==> src/rtl/fetch_unit.sv <==
// Instruction fetch unit: keeps the program counter, issues one instruction
// memory request at a time, holds the fetched word for the datapath, and
// steers the next fetch on jr / jump / branch redirects or an external flush.
module fetch_unit #(
  parameter logic [31:0] RESET_PC = 32'h0000_0000
) (
  input  logic        clk,
  input  logic        reset,
  output logic        imem_req,
  output logic [31:0] imem_addr,
  input  logic        imem_ack,
  input  logic [31:0] imem_rdata,
  output logic [31:0] instr,
  output logic [31:0] instr_pc,
  output logic [31:0] pc_4,
  output logic        instr_valid,
  input  logic        instr_ready,
  input  logic        branch_taken,
  input  logic [31:0] branch_offset,
  input  logic        jump,
  input  logic [25:0] jump_index,
  input  logic        jr,
  input  logic [31:0] jr_target,
  input  logic        flush,
  input  logic [31:0] flush_pc
);

  localparam int DATA_W = 32;

  // FETCH: request outstanding; FULL: holding an instruction for the datapath;
  // DROP: the outstanding request belongs to a flushed path and is discarded.
  typedef enum logic [1:0] {
    FETCH = 2'd0,
    FULL  = 2'd1,
    DROP  = 2'd2
  } stateT;

  stateT             state;
  logic [DATA_W-1:0] pc;        // next address to fetch (already PC+4 while FULL)
  logic [DATA_W-1:0] nextPc;    // pc after the held instruction is consumed
  logic [DATA_W-1:0] flushTgt;

  // Word-align an address by clearing the byte offset.
  function automatic logic [DATA_W-1:0] alignWord(input logic [DATA_W-1:0] a);
    return {a[DATA_W-1:2], 2'b00};
  endfunction

  // J/JAL target: region bits of the sequential PC with the 26-bit index.
  function automatic logic [DATA_W-1:0] jumpTarget(input logic [DATA_W-1:0] seqPc,
                                                   input logic [25:0]       idx);
    return {seqPc[DATA_W-1:28], idx, 2'b00};
  endfunction

  // Branch target: sequential PC plus word-scaled signed offset, wrapping mod 2^32.
  function automatic logic [DATA_W-1:0] branchTarget(input logic [DATA_W-1:0]        seqPc,
                                                     input logic signed [DATA_W-1:0] off);
    logic signed [DATA_W-1:0] offWords;
    offWords = off <<< 2;
    return seqPc + $unsigned(offWords);
  endfunction

  assign pc_4     = instr_pc + 32'd4;
  assign flushTgt = alignWord(flush_pc);

  // Redirect selection; inputs only matter when the held instruction is consumed.
  always_comb begin
    nextPc = pc;
    if (instr_valid && instr_ready) begin
      if (jr)                nextPc = alignWord(jr_target);
      else if (jump)         nextPc = jumpTarget(pc_4, jump_index);
      else if (branch_taken) nextPc = branchTarget(pc_4, $signed(branch_offset));
    end
  end

  // Fetch state machine with registered request, address and instruction outputs.
  always_ff @(posedge clk or posedge reset) begin
    if (reset) begin
      state       <= FETCH;
      pc          <= RESET_PC;
      imem_req    <= 1'b1;
      imem_addr   <= RESET_PC;
      instr       <= '0;
      instr_pc    <= '0;
      instr_valid <= 1'b0;
    end else begin
      case (state)
        FETCH: begin
          if (flush) begin
            pc          <= flushTgt;
            instr_valid <= 1'b0;
            imem_req    <= 1'b1;
            if (imem_ack) begin
              // Returning word belongs to the old path; start the new one now.
              state     <= FETCH;
              imem_addr <= flushTgt;
            end else begin
              // Keep presenting the old address until its ack arrives.
              state     <= DROP;
            end
          end else if (imem_ack) begin
            instr       <= imem_rdata;
            instr_pc    <= pc;
            pc          <= pc + 32'd4;
            instr_valid <= 1'b1;
            imem_req    <= 1'b0;
            state       <= FULL;
          end
        end
        FULL: begin
          if (flush) begin
            pc          <= flushTgt;
            imem_addr   <= flushTgt;
            imem_req    <= 1'b1;
            instr_valid <= 1'b0;
            state       <= FETCH;
          end else if (instr_ready) begin
            pc          <= nextPc;
            imem_addr   <= nextPc;
            imem_req    <= 1'b1;
            instr_valid <= 1'b0;
            state       <= FETCH;
          end
        end
        DROP: begin
          imem_req    <= 1'b1;
          instr_valid <= 1'b0;
          if (flush) begin
            pc <= flushTgt;
            if (imem_ack) begin
              imem_addr <= flushTgt;
              state     <= FETCH;
            end
          end else if (imem_ack) begin
            imem_addr <= pc;
            state     <= FETCH;
          end
        end
        default: begin
          imem_req    <= 1'b1;
          imem_addr   <= pc;
          instr_valid <= 1'b0;
          state       <= FETCH;
        end
      endcase
    end
  end

endmodule

==> config.mk <==
export PLATFORM = sky130hd
export DESIGN_NAME = fetch_unit
export DESIGN_NICKNAME = d
export VERILOG_FILES = /design/src/rtl/fetch_unit.sv
export SDC_FILE = /design/constraint.sdc
export NUM_CORES = 1
export LEC_CHECK = 0
export CORE_AREA = 5 5 149 151
export DETAILED_ROUTE_END_ITERATION = 12
export DIE_AREA = 0 0 154 156
export GPL_TIMING_DRIVEN = 0
export PLACE_DENSITY = 0.87
export SKIP_LAST_GASP = 1
export SYNTH_ARGS = -nofsm -noshare
export SYNTH_HDL_FRONTEND = slang
export SYNTH_SLANG_ARGS = --single-unit
==> constraint.sdc <==
create_clock -name clk -period 6 [get_ports clk]
set_clock_uncertainty 0.05 [all_clocks]
set_input_delay 0.6 -clock clk [delete_from_list [all_inputs] [get_ports clk]]
set_output_delay 0.6 -clock clk [all_outputs]
set_load 0.02 [all_outputs]
# Word-level counts from Yosys, hierarchy flattened
# Index checks and enable logic that the tools add are counted.
[op_classes]
addsub = 3
n_eq_ne = 8
n_mux = 32
n_bitwise = 1
reduce_logical = 8
[op_table]
columns = ["cell", "n"]
rows = [
  ["32-bit two-way mux", 13],
  ["32-bit case mux with 3 select lines", 2],
  ["32-bit by 3-bit adder with 32-bit output, second input constant", 2],
  ["32-bit adder", 1],
  ["2-bit two-way mux", 6],
  ["3-bit != test, second input constant", 3],
  ["3-bit AND reduction", 3],
  ["1-bit two-way mux", 8],
  ["2-bit != test, second input constant", 3],
  ["2-bit case mux with 3 select lines", 1],
  ["1-bit case mux with 2 select lines", 2],
  ["4-bit AND reduction", 1],
  ["3-bit nonzero test", 1],
  ["2-bit by 1-bit == test with 1-bit output, second input constant", 1],
  ["2-bit == test, second input constant", 1],
  ["2-bit logical NOT", 1],
  ["2-bit AND reduction", 1],
  ["1-bit logical AND", 1],
  ["1-bit NOT", 1],
]
[word_totals]
reg_bits = 132
input_bits = 162
output_inout_bits = 130
elab_cells = 59

# Logic depth before layout (Yosys ltp)
# Gate-level depths: netlist (run 1).
[depth]
depth_word = 9
ltp_mapped = 16
depth_no_buf = 16

# Worst setup path after synthesis (run 1)
# OpenSTA, ideal clock, no wires.
[synth_path]
path_kind = "register -> register"
startpoint = "register instr_pc[8]"
endpoint = "register pc[31]"
setup_time_ns = 0.082
arrival_ns = 3.999
t_required_ns = 5.868
path_slack_ns = 1.870
path_stages_with_launch = 16
n_path_buf = 0
synth_period_minus_slack_ns = 4.130
cell_sequence = "dfrtp_1 -> nand4_2 -> or4_4 -> nor2_1 -> and4_1 -> xor2_1 -> ha_1 -> and2_1 -> a221oi_1 -> o21ai_0 -> a21oi_1 -> o221ai_1 -> o21ai_0 -> mux2i_1 -> nand2_1 -> a31oi_1"
[synth_between]
elab_chain_cells = 9
[synth_rtl]
columns = ["item", "line", "rtl"]
rows = [
  ["start: declaration", "14", "output logic [31:0] instr_pc,"],
  ["start signal: assignment", "102", "instr_pc <= pc;"],
  ["32-bit by 3-bit adder with 32-bit output", "62", "assign pc_4 = instr_pc + 32'd4;"],
  ["via pc_4[21]", "15", "output logic [31:0] pc_4,"],
  ["32-bit adder", "59", "return seqPc + $unsigned(offWords);"],
  ["32-bit two-way mux", "71", "else if (branch_taken) nextPc = branchTarget(pc_4, $signed(branch_offset));"],
  ["32-bit two-way mux", "70", "else if (jump) nextPc = jumpTarget(pc_4, jump_index);"],
  ["32-bit two-way mux", "69", "if (jr) nextPc = alignWord(jr_target);"],
  ["32-bit two-way mux", "68", "if (instr_valid && instr_ready) begin"],
  ["32-bit two-way mux", "116", "end else if (instr_ready) begin"],
  ["32-bit two-way mux", "110", "if (flush) begin"],
  ["32-bit case mux with 3 select lines", "86", "case (state)"],
  ["end signal: assignment", "89", "pc <= flushTgt;"],
  ["end signal: assignment", "111", "pc <= flushTgt;"],
  ["end signal: assignment", "117", "pc <= nextPc;"],
  ["end: declaration", "39", "logic [DATA_W-1:0] pc;"],
]
# The timed path passes the listed nets, and every way through them passes these cells. The select of a mux whose other input is x is not followed.
# A chain may end at the register's enable or synchronous reset.

# Worst setup path after layout (run 1)
[layout_path]
startpoint = "register instr_pc[7]"
endpoint = "register pc[31]"
[layout_between]
elab_chain_cells = 9
[layout_rtl]
columns = ["item", "line"]
rows = [
  ["32-bit by 3-bit adder with 32-bit output (*)", "62"],
  ["32-bit adder", "59"],
  ["32-bit two-way mux", "71"],
  ["32-bit two-way mux (*)", "70"],
  ["32-bit two-way mux (*)", "69"],
  ["32-bit two-way mux (*)", "68"],
  ["32-bit two-way mux (*)", "116"],
  ["32-bit two-way mux (*)", "110"],
  ["32-bit case mux with 3 select lines (*)", "86"],
]
# Mark *: on every way between the ends. The rest lies on a longest branch, timed or not. The select of a mux whose other input is x is not followed.

==> out/qor.yml, run 1 <==
status: "completed"
htreeDepth: 4
synth-main-ff-cell: "dfrtp_1"
area_delta_synth_final_pct: 34.3
drt_first_pass_iters: 7
criticalPathCategory: "reg -> reg"
clk_pin_slew_worst_paths_ns: 0.07
min_from: "instr[8]$_DFFE_PP0P_"
holdPathStages: 1
synth.top_cell.area_share: 0.298
syn-cell-area_sq_um: 11000
worst_slack_ns: 1.07
synth_fp_nets: 1572
grt_pass1_vias: 13400
cp_max_fo: 8
whs_endpoint: "instr[8]$_DFFE_PP0P_"
fp-row-count: 53
maxCapViolCount: 0
grt_use_total: 0.442
antenna_found_initial: 0
ioPinCount: 292
routed_wl_mm: 54.9
synth_top_area_cell: "dfrtp_1"
final-setup-viol-count: 0
die_area_sq_um: 24000
drt_iter0_drc: 2036
dr_total_vias: 13800
routed_via_density: 7.04
crit_required_ns: 6.32
grt_overflow: 0
worstSetupEndpointType: "register"
rsz0062_at_grt: "false"
power_density_nw_per_um2: 508
worstRegToRegCells: 15
die_y_um: 156
ir_drop_v: 0.000395
post_cts.repair.setup_buffers: 0
synth_edf_count: 0
dp_hpwl_mm: 41.3
ctsRootBufferMaster: "clkbuf_16"
yosys-top-cells-area: "dfrtp_1 (30%), mux2_2 (6.6%), o21ai_0 (5.6%), nand2_1 (5.3%), a21oi_1 (5.1%)"
grt_pass1_wl_mm: 81.1
nets: 1874
synth.most_common_cell: "nand2_1"
drive_above_1_share: 0.0815
clock_sinks: 132
yosys-top-cells-count: "nand2_1 (156), dfrtp_1 (131), o21ai_0 (122)"
cts_buffers: 17
dp_slack_ns: 1.34
antenna_left: 0
relSlewSlack: 0.275
r2r_start: "instr_pc[7]$_DFFE_PP0P_"
period_needed_ns: 4.93
cts_hold_buffers: 0
final_max_slew_viol_count: 0
startpoint_type: "register"
fin_total_pwr_w: 0.00751
min_path_type: "reg -> reg"
cts_tree: "built"
grt_start_max_net_pins: 91
rrSetupSlack_ns: 1.07
place.gp.congestion: 1.08
seqCellArea_sq_um: 3300
core_sq_um: 20700
yosysSeqAreaShare: 0.300
fmax_mhz: 203
port_buffers: 282
cts-resized-gates: 0
syn_area_per_cell_sq_um: 8.06
reg2reg_to: "pc[31]$_DFFE_PP0P_"
multi_input_area_sq_um: 7160
p_leak_nw: 5.92
synth-seq-cells: 132
worstMarginPinSlew_ns: 1.09
synthArstFlopShare: 1.00
drc: 0
cts_buffer_depth: 2
ys.warnings.count: 0
timing.final.crit_share: 0.822
insertion_delay_ns: 0.45
fillers: 1638
wire_per_inst_um: 28.1
cp.arrival_ns: 5.25
yosysUniqueCellTypes: 85
start_util: 0.532
hold_viol_final: 0
syn_inst: 1365
dieWidth_um: 154
## how the worst max path moves through the flow
stage | start | end | slack [ns] | depth (start not counted)
6_report | instr_pc[7]$_DFFE_PP0P_ | pc[31]$_DFFE_PP0P_ | 1.07 | 15
5_1_grt | instr_pc[7]$_DFFE_PP0P_ | imem_addr[31]$_DFFE_PP0P_ | 0.76 | 15
4_1_cts | instr_pc[7]$_DFFE_PP0P_ | pc[31]$_DFFE_PP0P_ | 1.31 | 15
3_5_place_dp | instr_pc[7]$_DFFE_PP0P_ | imem_addr[31]$_DFFE_PP0P_ | 1.34 | 15
3_3_place_gp | reset | imem_addr[23]$_DFFE_PP0P_ | -0.31 | 2
2_1_floorplan | reset | imem_addr[0]$_DFFE_PP0P_ | 1.83 | 1
## layout make-up
| class | instances | share of cell area |
|---|---|---|
| timing repair buffer | 283 | 0.193 |
| inverter | 37 | 0.00974 |
| clock buffer | 17 | 0.0288 |
| multi-input combinational | 1096 | 0.484 |
| sequential | 132 | 0.224 |
| antenna | 1 | 0.000169 |
| clock inverter | 15 | 0.0102 |
| buffer | 100 | 0.0272 |
| tap | 275 | 0.0233 |
## cell usage in the layout (no fill, tap or decap), drive strengths merged, types with 5 or more instances in the layout
cell type | netlist | layout
dfrtp | 131 | 131
nor2 | 100 | 100
nand4 | 22 | 22
a31oi | 23 | 23
xor2 | 27 | 27
o311ai | 5 | 5
and4 | 8 | 8
a211oi | 18 | 18
clkbuf | 77 | 94
o21a | 12 | 12
a21o | 18 | 18
and2 | 11 | 11
o22ai | 24 | 24
xnor2 | 27 | 27
nor2b | 8 | 8
a221oi | 16 | 16
nand2b | 11 | 11
a221o | 5 | 5
clkdlybuf4s50 | 0 | 282
clkinv | 3 | 6
nand2 | 156 | 156
o21ai | 130 | 130
or3 | 16 | 16
o31ai | 5 | 5
o211ai | 20 | 20
and3 | 20 | 20
mux2 | 64 | 64
a2111oi | 5 | 5
nand3 | 52 | 52
buf | 23 | 24
ha | 44 | 44
o32ai | 5 | 5
mux2i | 26 | 26
inv | 34 | 46
o221ai | 13 | 13
nor3 | 29 | 29
a21oi | 113 | 113
## layer usage
layer  up-vias  global-route usage  share of wire
li1       5664                   -              -
met1      6462               0.530           0.35
met2      1307               0.691           0.44
met3       344               0.149           0.14
met4         0               0.265          0.074
met5         -                   0              0
## critical path: stages (launching register included)
cell and delay (ns):
dfrtp_1 0.55, nand4_2 0.19, or4_4 0.64, nor2_1 0.32, and4_1 0.25, xor2_1 0.19, ha_1 0.35, and2_1 0.25
a221oi_1 0.50, o21ai_0 0.18, a21oi_1 0.31, o221ai_1 0.16, o21ai_0 0.26, mux2i_1 0.22, nand2_1 0.22, a31oi_1 0.22
## per-stage QoR
stage	hold slack, ns	setup TNS, ns	cells	cell area [sq um]	utilization
after floorplan	0.475	0	1365	11000	-
after global placement	0.435	-38.83	1922	14200	0.685
after detailed placement	0.442	0	1923	14200	0.686
after CTS	0.458	0	1955	14800	0.714
after global routing	0.463	0	1955	14800	0.714
final	0.456	0	1956	14800	0.714
## report_power, final
| part | switching [W] | internal [W] | total (W) |
|---|---|---|---|
| logic | 0.00277 | 0.00187 | 0.00464 |
| clock network | 0.000529 | 0.000558 | 0.00109 |
| registers | 0.000502 | 0.00129 | 0.00179 |
| total | 0.00380 | 0.00371 | 0.00751 |
## cells by family after synthesis
logic type | after synthesis | synth area share
mux | 90 | 0.0892
flops | 132 | 0.300
fa+ha+maj | 45 | 0.0519
buf+inv | 137 | 0.0491
simple gates | 445 | 0.194
compound gates | 462 | 0.272
xor+xnor | 54 | 0.0437
## sequential cells by signal, indices dropped and copies added (netlist names)
name	flops
imem_addr	32
instr	32
instr_pc	32
pc	32
state	2
imem_req	1
instr_valid	1
(Power assumes the default switching activity.)
==> run 2, diff against run 1 <==
--- a/config.mk
+++ b/config.mk
@@ -5,11 +5,11 @@
 export SDC_FILE = /design/constraint.sdc
 export NUM_CORES = 1
 export LEC_CHECK = 0
-export CORE_AREA = 5 5 149 151
+export CORE_AREA = 5 5 155 157
 export DETAILED_ROUTE_END_ITERATION = 12
-export DIE_AREA = 0 0 154 156
+export DIE_AREA = 0 0 160 162
 export GPL_TIMING_DRIVEN = 0
-export PLACE_DENSITY = 0.87
+export PLACE_DENSITY = 0.81
 export SKIP_LAST_GASP = 1
 export SYNTH_ARGS = -nofsm -noshare
 export SYNTH_HDL_FRONTEND = slang
==> constraint.sdc (replaced) <==
create_clock -name clk -period 5 [get_ports clk]
set_clock_uncertainty 0.05 [all_clocks]
set_input_delay 0.5 -clock clk [delete_from_list [all_inputs] [get_ports clk]]
set_output_delay 0.5 -clock clk [all_outputs]
set_load 0.02 [all_outputs]
==> run 2 against run 1 <==
Net effect: worst hold slack about the same; sequential share of layout area decreased by 0.051 points; cell count increased by 0.51%; utilization decreased by 5.2 points; global-route usage decreased by 1.8 points; total power increased by 21%; first-iteration DRC count decreased by 0.49%; fmax increased by 1.7%; via count decreased by 1.1%; register-to-register slack got worse by 0.92 ns; final area increased by 0.23%; non-clock buffer count unchanged; critical endpoint is now pc[27]$_DFFE_PP0P_.
==> out/qor.yml, run 2 (synthesis gave the netlist of run 1 again) <==
power_density_nw_per_um2: 611  # +20%
seqPwrFrac: 0.238  # about the same
status: "completed"
final_cell_mix: "clkdlybuf4s50_1 (282), nand2_1 (156), dfrtp_1 (131)"
place.gp.congestion: 1.01  # -6.8%
routed_wl_mm: 57.0  # +3.8%
nets: 1874  # unchanged
fin_cells: 1966  # +0.51%
drt_first_pass_iters: 6  # -1
area_delta_synth_final_pct: 34.7
routed_via_density: 6.93  # -1.6%
period_needed_ns: 4.85  # -0.0841 ns
relSlewSlack: 0.148  # -0.128
ioPinCount: 292  # unchanged
dp_hpwl_mm: 43.4  # +5.1%
r2r_start: "instr_pc[8]$_DFFE_PP0P_"
timing.final.crit_share: 0.970  # +0.148
criticalPathCategory: "reg -> reg"
final_common_cell: "clkdlybuf4s50_1"
cts_hold_buffers: 0  # unchanged
htreeDepth: 4  # unchanged
antenna_left: 0  # unchanged
core_sq_um: 22400  # +8.1%
insertion_delay_ns: 0.44  # about the same
grt_pass1_wl_mm: 83.9  # +3.5%
grt_start_max_net_pins: 75  # -18%
swShare: 0.498  # -0.00752
final-setup-viol-count: 0  # unchanged
use_met2: 0.669  # -0.0224
cts_buffers: 17  # unchanged
power_switching_w: 0.00451  # +19%
maxCapViolCount: 0  # unchanged
hold_viol_final: 0  # unchanged
antenna_found_initial: 2  # +2
p_leak_nw: 5.92  # about the same
pwr-share-comb: 0.614  # -0.003
wire_per_inst_um: 29.0  # +3.3%
die_y_um: 162  # +3.8%
worstRegToRegCells: 14  # -1
dp_cells: 1933  # +0.52%
worstMarginPinSlew_ns: 1.27  # +0.187 ns
grt_use_met1: 0.526  # -0.00380
cp-endpoint: "pc[27]$_DFFE_PP0P_"
dr_total_vias: 13600  # -1.1%
grt_overflow: 0  # unchanged
worstSetupEndpointType: "register"
cts_tree: "built"
globalRoute.busiestLayer: "met2"
reg2reg_to: "pc[27]$_DFFE_PP0P_"
drc: 0  # unchanged
rrSetupSlack_ns: 0.15  # -0.92 ns
post_dp_cell_area_sq_um: 14200  # about the same
cp-startpoint: "instr_pc[8]$_DFFE_PP0P_"
ir_drop_v: 0.000424  # +7.2%
met3_usage: 0.115  # -0.0335
grt_use_total: 0.424  # -0.0177
fp-row-count: 55  # +3.8%
rsz0062_at_grt: "false"
min_path_type: "reg -> reg"
post_cts.repair.setup_buffers: 0  # unchanged
fmax_mhz: 206  # +1.7%
clkPwrFrac: 0.147  # +0.002
dieWidth_um: 160  # +3.9%
cp_max_fo: 7  # -1
port_buffers: 282  # unchanged
startpoint_type: "register"
cp.arrival_ns: 5.10  # -0.15 ns
grt_pass1_vias: 13300  # -0.94%
die_area_sq_um: 25900  # +7.9%
final_max_slew_viol_count: 0  # unchanged
p_int_w: 0.00454  # +22%
cts_buffer_depth: 2  # unchanged
post-route-cell-area_sq_um: 14800  # +0.23%
drt_iter0_drc: 2026  # -0.49%
clock_sinks: 132  # unchanged
drive_above_1_share: 0.0815  # unchanged
crit_required_ns: 5.25  # -1.07 ns
clk_pin_slew_worst_paths_ns: 0.07  # about the same
start_util: 0.492  # -0.0398
ctsRootBufferMaster: "clkbuf_16"
[run 2: routing by layer]
metal / wire [um] / share of wire / vias to the layer above
met4: 3990 / 0.070 / 4
met1: 20600 / 0.36 / 6457
li1: - / - / 5685
met3: 7540 / 0.13 / 277
met2: 24900 / 0.44 / 1208
met5: 20 / 0.00035 / -
[run 2: how the worst min path moves through the flow]
stage,startpoint,endpoint,depth (start not counted)
4_1_cts,instr[1]$_DFFE_PP0P_,instr[1]$_DFFE_PP0P_,1
5_1_grt,instr[11]$_DFFE_PP0P_,instr[11]$_DFFE_PP0P_,1
6_report,instr[1]$_DFFE_PP0P_,instr[1]$_DFFE_PP0P_,1
3_5_place_dp,imem_addr[1]$_DFFE_PP0P_,imem_addr[1]$_DFFE_PP0P_,2
2_1_floorplan,pc[0]$_DFFE_PP0P_,imem_addr[0]$_DFFE_PP0P_,2
3_3_place_gp,instr[18]$_DFFE_PP0P_,instr[18]$_DFFE_PP0P_,1
[run 2: critical path, cell delays in order, from the launching register on]
cell and delay [ns]:
dfrtp_1 0.51, nand4_2 0.19, or4_4 0.63, nor2_1 0.33, nand2_1 0.14, xnor2_1 0.19, ha_1 0.30, clkbuf_1 0.27
nand4_1 0.17, nor2_1 0.24, o21ai_1 0.18, a2111oi_1 0.84, o311ai_1 0.31, a211oi_1 0.27, o21ai_0 0.10
[run 2: per-stage QoR]
step	TNS, ns	worst slack (ns)	utilization	power [W]	hold WS, ns
floorplan	0	0.870	-	0.00513	0.475
global placement	-157.60	-1.22	0.634	0.00743	0.437
detailed placement	0	0.263	0.635	0.00753	0.428
CTS	0	0.247	0.662	0.00888	0.455
global route	0	0.0785	0.662	0.00943	0.479
finish	0	0.150	0.662	0.00906	0.455
[run 2: repair_timing]
| item | 4_1_cts | 5_1_grt |
|---|---|---|
| endpoints found under the setup margin | 0 | 4 |
| gates resized for setup | 0 | 2 |
| hold endpoints to repair | 0 | 0 |
[run 2: cell type report]
class,count,area [sq um]
inverter,37,144
sequential,132,3300
clock inverter,13,148
antenna,1,2.50
tap,285,357
clock buffer,19,443
timing repair buffer,283,2850
multi-input combinational,1096,7160
fill,1816,7550
buffer,100,402
[run 2: power groups by stage]
| stage | combinational (W) | sequential (W) | clock (W) |
|---|---|---|---|
| 2_1_floorplan | 0.00277 | 0.00237 | 0 |
| 3_3_place_gp | 0.00532 | 0.00211 | 0 |
| 3_5_place_dp | 0.00539 | 0.00214 | 0 |
| 4_1_cts | 0.00542 | 0.00213 | 0.00133 |
| 5_1_grt | 0.00587 | 0.00220 | 0.00136 |
| 6_report | 0.00556 | 0.00216 | 0.00133 |
